--- src/rtl/instruction_fetch_decode_if.sv ---
// rtl/instruction_fetch_decode_if.sv - fetch/decode bus between instruction memory, control FSM and front end
interface instruction_fetch_decode_if #(
    parameter int ADDR_W  = 8,
    parameter int INSTR_W = 16
);
    logic [ADDR_W-1:0]  imem_addr;
    logic [INSTR_W-1:0] imem_data;
    logic               nextInstruction;
    logic               enablePC;
    logic               enableJUMP;
    logic               enableCMPJUMP;
    logic               cmp_true;
    logic               alu;
    logic               ld;
    logic               st;
    logic               jump;
    logic               cmpJump;
    logic               cmpJumpEnable;
    logic [INSTR_W-1:0] ir;
    logic [ADDR_W-1:0]  pc;
    logic               illegal_op;

    modport master (
        output imem_addr, alu, ld, st, jump, cmpJump, cmpJumpEnable, ir, pc, illegal_op,
        input  imem_data, nextInstruction, enablePC, enableJUMP, enableCMPJUMP, cmp_true
    );

    modport slave (
        input  imem_addr, alu, ld, st, jump, cmpJump, cmpJumpEnable, ir, pc, illegal_op,
        output imem_data, nextInstruction, enablePC, enableJUMP, enableCMPJUMP, cmp_true
    );
endinterface

--- src/rtl/instruction_fetch_decode.sv ---
// rtl/instruction_fetch_decode.sv - PC, instruction register and opcode class decode for the control FSM
module instruction_fetch_decode #(
    parameter int ADDR_W  = 8,
    parameter int INSTR_W = 16
) (
    input logic                        clk,
    input logic                        reset,
    instruction_fetch_decode_if.master bus
);
    typedef enum logic [1:0] {FETCH, LATCH, HOLD} state_t;

    state_t             state;
    state_t             state_next;
    logic [ADDR_W-1:0]  pc_q;
    logic [ADDR_W-1:0]  pc_next;
    logic [ADDR_W-1:0]  pc_inc;
    logic [ADDR_W-1:0]  target;
    logic [INSTR_W-1:0] ir_q;
    logic [3:0]         opcode;
    logic               is_illegal;

    logic alu_s, ld_s, st_s, jump_s, cmpjump_s, illegal_s;

    assign opcode     = ir_q[INSTR_W-1 -: 4];
    assign target     = ir_q[ADDR_W-1:0];
    assign pc_inc     = pc_q + ADDR_W'(1);
    assign is_illegal = (opcode[3:2] == 2'b11);

    always_ff @(posedge clk) begin
        if (reset) begin
            state <= FETCH;
            pc_q  <= '0;
            ir_q  <= '0;
        end else begin
            state <= state_next;
            pc_q  <= pc_next;
            if (state == LATCH) begin
                ir_q <= bus.imem_data;
            end
        end
    end

    // An illegal opcode retires itself after a single HOLD cycle.
    always_comb begin
        state_next = state;
        unique case (state)
            FETCH:   state_next = LATCH;
            LATCH:   state_next = HOLD;
            HOLD:    state_next = (is_illegal || bus.nextInstruction) ? FETCH : HOLD;
            default: state_next = FETCH;
        endcase
    end

    // PC moves only in HOLD; illegal opcodes always step over themselves.
    always_comb begin
        pc_next = pc_q;
        if (state == HOLD) begin
            if (is_illegal) begin
                pc_next = pc_inc;
            end else if (bus.enableJUMP) begin
                pc_next = target;
            end else if (bus.enableCMPJUMP && bus.cmp_true) begin
                pc_next = target;
            end else if (bus.enablePC || bus.enableCMPJUMP) begin
                pc_next = pc_inc;
            end
        end
    end

    always_comb begin
        alu_s     = 1'b0;
        ld_s      = 1'b0;
        st_s      = 1'b0;
        jump_s    = 1'b0;
        cmpjump_s = 1'b0;
        illegal_s = 1'b0;
        if (state == HOLD) begin
            if (!opcode[3]) begin
                alu_s = 1'b1;
            end else begin
                unique case (opcode[2:0])
                    3'b000:  ld_s      = 1'b1;
                    3'b001:  st_s      = 1'b1;
                    3'b010:  jump_s    = 1'b1;
                    3'b011:  cmpjump_s = 1'b1;
                    default: illegal_s = 1'b1;
                endcase
            end
        end
    end

    assign bus.imem_addr     = pc_q;
    assign bus.pc            = pc_q;
    assign bus.ir            = ir_q;
    assign bus.alu           = alu_s;
    assign bus.ld            = ld_s;
    assign bus.st            = st_s;
    assign bus.jump          = jump_s;
    assign bus.cmpJump       = cmpjump_s;
    assign bus.cmpJumpEnable = cmpjump_s & bus.cmp_true;
    assign bus.illegal_op    = illegal_s;
endmodule

--- src/flat_wrapper.sv ---
// flat-port wrapper written by rule: the top's interface ports become plain ports
module instruction_fetch_decode_flat 
#(
    parameter int ADDR_W  = 8,
    parameter int INSTR_W = 16
)
  (clk, reset, bus_imem_addr, bus_alu, bus_ld, bus_st, bus_jump, bus_cmpJump, bus_cmpJumpEnable, bus_ir, bus_pc, bus_illegal_op, bus_imem_data, bus_nextInstruction, bus_enablePC, bus_enableJUMP, bus_enableCMPJUMP, bus_cmp_true);
  instruction_fetch_decode_if #(.ADDR_W(ADDR_W), .INSTR_W(INSTR_W)) bus_i ();
  input logic clk;
  input logic reset;
  output wire logic [$bits(bus_i.imem_addr)-1:0] bus_imem_addr;
  output wire logic [$bits(bus_i.alu)-1:0] bus_alu;
  output wire logic [$bits(bus_i.ld)-1:0] bus_ld;
  output wire logic [$bits(bus_i.st)-1:0] bus_st;
  output wire logic [$bits(bus_i.jump)-1:0] bus_jump;
  output wire logic [$bits(bus_i.cmpJump)-1:0] bus_cmpJump;
  output wire logic [$bits(bus_i.cmpJumpEnable)-1:0] bus_cmpJumpEnable;
  output wire logic [$bits(bus_i.ir)-1:0] bus_ir;
  output wire logic [$bits(bus_i.pc)-1:0] bus_pc;
  output wire logic [$bits(bus_i.illegal_op)-1:0] bus_illegal_op;
  input wire logic [$bits(bus_i.imem_data)-1:0] bus_imem_data;
  input wire logic [$bits(bus_i.nextInstruction)-1:0] bus_nextInstruction;
  input wire logic [$bits(bus_i.enablePC)-1:0] bus_enablePC;
  input wire logic [$bits(bus_i.enableJUMP)-1:0] bus_enableJUMP;
  input wire logic [$bits(bus_i.enableCMPJUMP)-1:0] bus_enableCMPJUMP;
  input wire logic [$bits(bus_i.cmp_true)-1:0] bus_cmp_true;
  assign bus_imem_addr = bus_i.imem_addr;
  assign bus_alu = bus_i.alu;
  assign bus_ld = bus_i.ld;
  assign bus_st = bus_i.st;
  assign bus_jump = bus_i.jump;
  assign bus_cmpJump = bus_i.cmpJump;
  assign bus_cmpJumpEnable = bus_i.cmpJumpEnable;
  assign bus_ir = bus_i.ir;
  assign bus_pc = bus_i.pc;
  assign bus_illegal_op = bus_i.illegal_op;
  assign bus_i.imem_data = bus_imem_data;
  assign bus_i.nextInstruction = bus_nextInstruction;
  assign bus_i.enablePC = bus_enablePC;
  assign bus_i.enableJUMP = bus_enableJUMP;
  assign bus_i.enableCMPJUMP = bus_enableCMPJUMP;
  assign bus_i.cmp_true = bus_cmp_true;
  instruction_fetch_decode #(.ADDR_W(ADDR_W), .INSTR_W(INSTR_W)) u_core (.clk(clk), .reset(reset), .bus(bus_i));
endmodule
--- config.mk ---
export PLATFORM = sky130hd
export DESIGN_NAME = instruction_fetch_decode_flat
export DESIGN_NICKNAME = d
export VERILOG_FILES = /design/src/rtl/instruction_fetch_decode_if.sv /design/src/rtl/instruction_fetch_decode.sv /design/src/flat_wrapper.sv
export SDC_FILE = /design/constraint.sdc
export NUM_CORES = 1
export LEC_CHECK = 0
export CAP_MARGIN = 25
export CORE_ASPECT_RATIO = 2
export CORE_UTILIZATION = 40
export CTS_BUF_LIST = sky130_fd_sc_hd__clkbuf_4 sky130_fd_sc_hd__clkbuf_8 sky130_fd_sc_hd__clkbuf_16
export CTS_CLUSTER_DIAMETER = 60
export DETAILED_ROUTE_END_ITERATION = 10
export PLACE_DENSITY = 0.8
export SYNTH_ARGS = -nofsm -noshare
export SYNTH_HDL_FRONTEND = slang
export SYNTH_SLANG_ARGS = --single-unit
export TNS_END_PERCENT = 50
--- constraint.sdc ---
create_clock -name clk -period 2.2 [get_ports clk]
set_clock_uncertainty 0.05 [all_clocks]
set_input_delay 0.33 -clock clk [delete_from_list [all_inputs] [get_ports clk]]
set_output_delay 0.33 -clock clk [all_outputs]
set_load 0.02 [all_outputs]
# After elaboration in Yosys (flattened, before gate mapping)

Cells that the tools add are included.

Register bits after elaboration: 26
Bits of input ports: 23
Output and inout port bits: 39

Reduce and logical (&&, ||, !) cells: 8
Add/sub/neg operators: 1
Multiplexer cells: 23
Equal/unequal tests: 6
Bitwise operators: 1

Operators with widths:

| kind                                           | count |
|---|---|
| 2-to-1 mux 8 bit                               | 4 |
| 2-to-1 mux 1 bit                               | 17 |
| adder 8 x 1 -> 8 bit (second input constant)   | 1 |
| == test 3 x 2 -> 1 bit (second input constant) | 2 |
| one-hot mux 2 bit (3 select lines)             | 1 |
| == test 2 bit (second input constant)          | 2 |
| nonzero test 4 bit                             | 1 |
| OR reduction 4 bit                             | 1 |
| == test 3 x 1 -> 1 bit (second input constant) | 1 |
| zero test 3 bit                                | 1 |
| == test 2 x 1 -> 1 bit (second input constant) | 1 |
| zero test 2 bit                                | 1 |
| logical OR 1 bit                               | 2 |
| 2-to-1 mux 2 bit                               | 1 |
| AND reduction 2 bit                            | 1 |
| AND 1 bit                                      | 1 |
| logical AND 1 bit                              | 1 |

# Longest topological paths before layout

Gate-level depths: netlist of the first run.

Depth after elaboration: 5
Mapped depth: 5

# Least setup slack after synthesis of the first run

OpenSTA, ideal clock, no wires.

Path kind: flip-flop to output port
From: reg u_core.ir_q[15] (netlist: u_core.bus.ir[15])
To: out bus_cmpJumpEnable
Stages on the path, launching flop included: 4
Arrival time: 1,446 ps
Data required time: 1,820 ps
Slack: 374 ps
Path buffers: 0
Cells stage by stage: dfxtp_1 > nor3b_1 > and3_1 > and2_1

Word-level cells in the longest chain between the ends: 3

RTL lines:

| what                     | line                            | source |
|---|---|---|
| start: declaration       | instruction_fetch_decode.sv:18  | `logic [INSTR_W-1:0] ir_q;` |
| start signal: assignment | instruction_fetch_decode.sv:38  | `ir_q <= bus.imem_data;` |
| 2-to-1 mux 1 bit         | instruction_fetch_decode.sv:78  | `if (!opcode[3]) begin` |
| 2-to-1 mux 1 bit         | instruction_fetch_decode.sv:77  | `if (state == HOLD) begin` |
| named net bus_cmpJump    | flat_wrapper.sv:16              | `output wire logic [$bits(bus_i.cmpJump)-1:0] bus_cmpJump;` |
| AND 1 bit                | instruction_fetch_decode.sv:100 | `assign bus.cmpJumpEnable = cmpjump_s & bus.cmp_true;` |
| end: declaration         | flat_wrapper.sv:17              | `output wire logic [$bits(bus_i.cmpJumpEnable)-1:0] bus_cmpJumpEnable;` |

The timed path passes the listed nets, and every way through them passes these cells.

# Final worst setup path of the first run

From: reg u_core.state[0]
To: out bus_cmpJumpEnable

Word-level cells in the longest chain between the ends: 3

RTL lines:

| what                     | line                            | source |
|---|---|---|
| start: declaration       | instruction_fetch_decode.sv:12  | `state_t state;` |
| start signal: assignment | instruction_fetch_decode.sv:35  | `state <= state_next;` |
| == test 2 bit            | instruction_fetch_decode.sv:77  |  |
| 2-to-1 mux 1 bit         | instruction_fetch_decode.sv:77  |  |
| AND 1 bit                | instruction_fetch_decode.sv:100 |  |

Every way passes these cells.

==> flow_summary.json, run 1 <==
{
  "outcome": "complete, no violations",
  "synthToLayoutAreaGrowth_pct": 53.2,
  "drtIter0Drc": 50,
  "end_kind": "output pin",
  "wl_met3_um": 143,
  "grt_max_degree": 19,
  "drv_cap": 0,
  "max-clock-path-buffers": 2,
  "max_freq_mhz": 478,
  "clock-sinks": 26,
  "io_pins": 62,
  "num_rows": 28,
  "wirelength_um": 3530,
  "setup_viol": 0,
  "setup_ws_ps": 109,
  "hold_viol": 0,
  "synth_cell_types": 35,
  "total_power_uw": 1160,
  "gp_congestion": 0.737,
  "start_util_pct": 42.1,
  "ff2ff_path_depth": 5,
  "cts.clk_slew.worst_paths_ps": 90,
  "die-area_mm2": 0.00334,
  "p_leak_uw": 0.000696,
  "avgSynthCellArea_um2": 7.70,
  "dr_total_vias": 1360,
  "worstReg2RegEnd": "u_core.bus.imem_addr[3]$_SDFFE_PP0P_",
  "num_antenna_cells": 0,
  "grt_pass1_wl_um": 5370,
  "crit_arrival_ps": 1710,
  "fin_crit_sh_pct": 95.1,
  "rsz0062_at_grt": "false",
  "dr_wl_met2_um": 2130,
  "worst-setup-path-type": "reg2out",
  "clock_latency_ps": 270,
  "die_h_um": 80.7,
  "pre_cts_slack_ps": -12.2,
  "drc": 0,
  "h-tree-depth": 1,
  "top_layer": "met4",
  "period_needed_ps": 2090,
  "dp_hpwl_um": 2710,
  "layout-drive-gt1-share_pct": 6.51,
  "ir_drop_mv": 0.423,
  "yosysWarnings": 0,
  "grt_pass1_vias": 1292,
  "seq_area_frac_synth_pct": 42.0,
  "avgViaCountPerCell": 5.55,
  "postLayoutCellArea_mm2": 0.00190,
  "cts_buffers": 3,
  "drt-met1-wl_um": 1190,
  "required_ps": 1820,
  "wl_per_cell_um": 14.4,
  "drtAntennaViolNets": 0,
  "worstReg2RegStart": "u_core.state[0]$_SDFF_PP0_",
  "synth_seq_cells": 26,
  "antenna_found_initial": 0,
  "final_cells": 245,
  "worst_pin_slew_ps": 535,
  "maxSlewHeadroom_pct": 63.4,
  "overflow": 0,
  "syn_inst": 161,
  "fillers": 260,
  "cts_root_buf": "clkbuf_8",
  "r2r_slack_ps": 470,
  "grt_use_total_pct": 22.9,
  "cts_tree": "done",
  "core_area_mm2": 0.00294,
  "fin_nets": 240,
  "drv_slew": 0,
  "min_to": "u_core.bus.ir[8]$_SDFFE_PP0N_",
  "syn_nets": 185,
  "syn_area_mm2": 0.00124,
  "crit_path_start_kind": "register",
  "fin_hold_ws_ps": 408,
  "cts_setup_buffers": 0,
  "min-delay-start": "u_core.bus.ir[8]$_SDFFE_PP0N_",
  "fp.dieW_um": 41.4,
  "io_buffers": 61,
  "powerDensity_mw_per_mm2": 610,
  "post_dp_cell_area_mm2": 0.00183,
  "post-place-cells": 241,
  "dr.pass1.iters": 4,
  "whs_path_depth": 2,
  "min_path_type": "reg2reg",
  "cp_max_fo": 4
}
## sequential cells by signal, indices dropped and copies added (netlist names)
register / count
u_core.state: 2
u_core.bus.ir: 16
u_core.bus.imem_addr: 8
## layout by cell type, fill, tap and decap left out, types with 3 or more instances in the layout
cell type	netlist	final
o32ai_1	4	4
a211oi_1	3	3
dfxtp_1	26	26
dlygate4sd2_1	0	5
inv_1	5	5
buf_4	8	4
a21oi_1	28	28
nor2_1	5	5
nand3_1	3	3
clkbuf_8	0	3
clkdlybuf4s50_1	0	56
nand2_1	39	39
## where the power goes
| group | switching (uW) | total, uW | internal [uW] |
|---|---|---|---|
| registers | 25.2 | 524 | 498 |
| clock network | 148 | 391 | 243 |
| logic | 125 | 244 | 119 |
## per-stage QoR
step | setup TNS, ps | util, %
after floorplan | 0 | -
after global placement | 0 | 62.2
after detailed placement | -12.2 | 62.2
after CTS | 0 | 64.5
after global routing | 0 | 64.5
final | 0 | 64.5
## final cells by class
cell class	count	area, um2	share of cell area [%]
flip-flops and latches	26	520	27.4
multi-input cells	115	617	32.5
well taps	30	37.5	1.98
clock buffers	3	41.3	2.17
inverters	5	18.8	0.988
repair buffers	65	634	33.4
clock inverters	1	30.0	1.58
## Yosys cell counts (all sizes together)
cell / instances / area share, %
nand2: 40 / 13
a21oi: 28 / 11
dfxtp: 26 / 42
buf: 10 / 5.7
nor2: 6 / 2.0
clkbuf: 5 / 1.5
inv: 5 / 1.5
o32ai: 4 / 2.8
a211oi: 3 / 1.8
nand3: 3 / 1.2
a2111oi: 2 / 1.4
a21o: 2 / 1.2
a31oi: 2 / 1.0
and2: 2 / 1.1
and3: 2 / 1.1
nand2b: 2 / 1.0
nor2b: 2 / 1.0
nor3: 2 / 0.81
nor3b: 2 / 1.2
o21ai: 2 / 0.81
or3: 2 / 1.0
a211o: 1 / 0.71
a22oi: 1 / 0.61
ha: 1 / 1.0
nor4: 1 / 0.50
o21a: 1 / 0.61
o22ai: 1 / 0.50
o2bb2ai: 1 / 0.71
or2: 1 / 0.50
or2b: 1 / 0.61
## routing by layer
metal / vias up / track usage [%]
li1: 656 / -
met1: 645 / 21.8
met2: 55 / 43.8
met3: 4 / 1.09
met5: - / 0
met4: 0 / 11.3
## critical path, stage by stage, from the launching register on
cell and delay [ps]:
dfxtp_1 340, nand2b_1 170, nor3b_2 280, and3_1 210, and2_1 130, dlygate4sd2_1 320
## cell families after synthesis
logic type	count (synthesis)	synth area share, %
simple gates	66	24.8
compound gates	48	23.5
flops	26	42.0
buf+inv	20	8.68
fa+ha+maj	1	1.01
## worst max-delay path by stage
stage	end	slack, ps	from	depth (start not counted)
after floorplan	bus_cmpJumpEnable	370	u_core.bus.ir[15]$_SDFFE_PP0N_	3
after global placement	bus_cmpJumpEnable	60	u_core.state[0]$_SDFF_PP0_	5
after detailed placement	bus_cmpJumpEnable	-10	u_core.state[0]$_SDFF_PP0_	5
after CTS	bus_cmpJumpEnable	110	u_core.state[0]$_SDFF_PP0_	5
after global routing	bus_cmpJumpEnable	6	u_core.state[0]$_SDFF_PP0_	5
final	bus_cmpJumpEnable	110	u_core.state[0]$_SDFF_PP0_	5
## what timing repair did
| item | 4_1_cts | 5_1_grt |
|---|---|---|
| resized for setup | 6 | 0 |
| endpoints found under the setup margin | 5 | 0 |
| hold buffers | 0 | 0 |
Power figures use the tool's default switching activity.
==> inputs of run 2 (changes only) <==
==> constraint.sdc (replaced) <==
create_clock -name clk -period 2.6 [get_ports clk]
set_clock_uncertainty 0.05 [all_clocks]
set_input_delay 0.39 -clock clk [delete_from_list [all_inputs] [get_ports clk]]
set_output_delay 0.39 -clock clk [all_outputs]
set_load 0.05 [all_outputs]
==> flow_summary.json, run 2 (same netlist as run 1, synthesis figures left out) <==
{
  "drv_slew": 0,
  "p_leak_uw": 0.000676,
  "dr.pass1.iters": 4,
  "cts_buffers": 3,
  "busiest_layer": "met2",
  "worstReg2RegStart": "u_core.bus.imem_addr[0]$_SDFFE_PP0P_",
  "max-clock-path-buffers": 2,
  "overflow": 0,
  "largest_reg_flops": 16,
  "final_cells": 244,
  "num_rows": 28,
  "dp_hpwl_um": 2740,
  "cts_setup_buffers": 0,
  "tns_ps": 0,
  "dr_total_vias": 1303,
  "drtIter0Drc": 36,
  "synthToLayoutAreaGrowth_pct": 51.8,
  "gp_congestion": 0.767,
  "swShare_pct": 31.6,
  "fin_nets": 239,
  "clock_latency_ps": 260,
  "mostFrequentLayoutCells": "56 x clkdlybuf4s50_1, 39 x nand2_1, 28 x a21oi_1",
  "grt_max_degree": 18,
  "max_freq_mhz": 447,
  "core_area_mm2": 0.00294,
  "start_util_pct": 42.1,
  "cts.clk_slew.worst_paths_ps": 90,
  "fp.dieW_um": 41.4,
  "io_pins": 62,
  "grt_pass1_wl_um": 5270,
  "crit_family": "simple AND/OR/NAND/NOR gates",
  "drv_cap": 0,
  "required_ps": 2160,
  "seq_power_share_pct": 46.4,
  "worst_pin_slew_ps": 567,
  "antenna_found_initial": 0,
  "outcome": "complete, no violations",
  "utilization_pct": 63.9,
  "clock-sinks": 26,
  "maxSlewHeadroom_pct": 62.2,
  "io_buffers": 61,
  "pre_cts_slack_ps": 649,
  "layout-drive-gt1-share_pct": 8.41,
  "wirelength_um": 3490,
  "power.switching_uw": 303,
  "fin_hold_ws_ps": 411,
  "cp_num_buf_inv": 1,
  "whs_path_depth": 2,
  "p_comb_share_pct": 26.8,
  "final_common_cell": "clkdlybuf4s50_1",
  "post-place-cells": 240,
  "drc": 0,
  "grt_use_total_pct": 22.6,
  "wl_per_cell_um": 14.3,
  "cts_tree": "done",
  "hold_viol": 0,
  "crit_arrival_ps": 1800,
  "worstReg2RegEnd": "u_core.bus.imem_addr[6]$_SDFFE_PP0P_",
  "setup_ws_ps": 364,
  "use_met3_pct": 3.55,
  "h-tree-depth": 1,
  "hold_buffers": 0,
  "min-delay-start": "u_core.bus.ir[9]$_SDFFE_PP0N_",
  "worst-setup-path-type": "reg2out",
  "cp_slowest_cell": "nor3b_1",
  "powerDensity_mw_per_mm2": 509,
  "min_to": "u_core.bus.ir[9]$_SDFFE_PP0N_",
  "post_cts_resize_count": 0,
  "end_kind": "output pin",
  "crit_path_cell_trace": "nand2b_1 > nor3b_1 > and3_1 > and2_1 > buf_12",
  "cts_root_buf": "clkbuf_8",
  "grtUsageMet1_pct": 24.6,
  "period_needed_ps": 2240,
  "fin_crit_sh_pct": 86.0,
  "internal-power_uw": 655,
  "setup_viol": 0,
  "ff2ff_path_depth": 5,
  "crit_path_start_kind": "register",
  "grt.met2_usage_pct": 41.1,
  "grt_pass1_vias": 1202,
  "ir_drop_mv": 0.437,
  "r2r_slack_ps": 990,
  "num_antenna_cells": 0,
  "die_h_um": 80.7,
  "cp_max_fo": 6,
  "drtAntennaViolNets": 0,
  "avgViaCountPerCell": 5.34,
  "min_path_type": "reg2reg",
  "cp_slowest_stage_delay_ps": 410,
  "die-area_mm2": 0.00334,
  "pwr-share-clk_pct": 26.8,
  "rsz0062_at_grt": "false"
}
run 2: changes by cell type in the layout (fill, tap and decap cells not counted), sizes merged:
cell	before	now
dlygate4sd2	5	0
buf	4	8
bufinv	1	0
clkbuf	3	4
run 2: worst reg2reg max path: cells and delay by family, from the launching register on:
kind,cells,cell delay (ps)
compound gates,3,630
flops,1,420
fa+ha+maj,1,240
simple gates,1,180
run 2: area by class of cell:
class | count | area (um2)
timing repair buffer | 64 | 633
multi-input combinational | 115 | 617
inverter | 5 | 18.8
fill | 269 | 1060
tap | 30 | 37.5
clock buffer | 4 | 55.1
sequential | 26 | 520
run 2: power by group through the flow:
stage | clock network [uW] | registers (uW) | logic (uW)
finish | 257 | 444 | 257
global route | 282 | 448 | 273
detailed placement | 0 | 454 | 258
CTS | 265 | 445 | 258
global placement | 0 | 452 | 253
floorplan | 0 | 520 | 90.7
run 2: through the flow:
| step | total power [uW] | area [um2] |
|---|---|---|
| after global placement | 705 | 1830 |
| after detailed placement | 712 | 1830 |
| after global routing | 1000 | 1880 |
| after floorplan | 611 | 1240 |
| final | 958 | 1880 |
| after CTS | 968 | 1880 |
run 2: routing by layer:
layer  part of all wire (%)  wire, um
met1                     38      1330
met4                   0.86        30
met3                    2.5        86
met5                      0         0
met2                     59      2050
run 2: worst max path at each step:
stage | from | endpoint | slack [ps] | depth (start not counted)
floorplan | u_core.bus.ir[15]$_SDFFE_PP0N_ | bus_cmpJumpEnable | 70 | 3
global placement | u_core.state[0]$_SDFF_PP0_ | bus_cmpJumpEnable | 690 | 5
detailed placement | bus_enableCMPJUMP | u_core.bus.imem_addr[5]$_SDFFE_PP0P_ | 650 | 5
CTS | u_core.state[0]$_SDFF_PP0_ | bus_cmpJumpEnable | 340 | 5
global route | u_core.state[1]$_SDFF_PP0_ | bus_cmpJumpEnable | 220 | 5
finish | u_core.state[0]$_SDFF_PP0_ | bus_cmpJumpEnable | 360 | 5
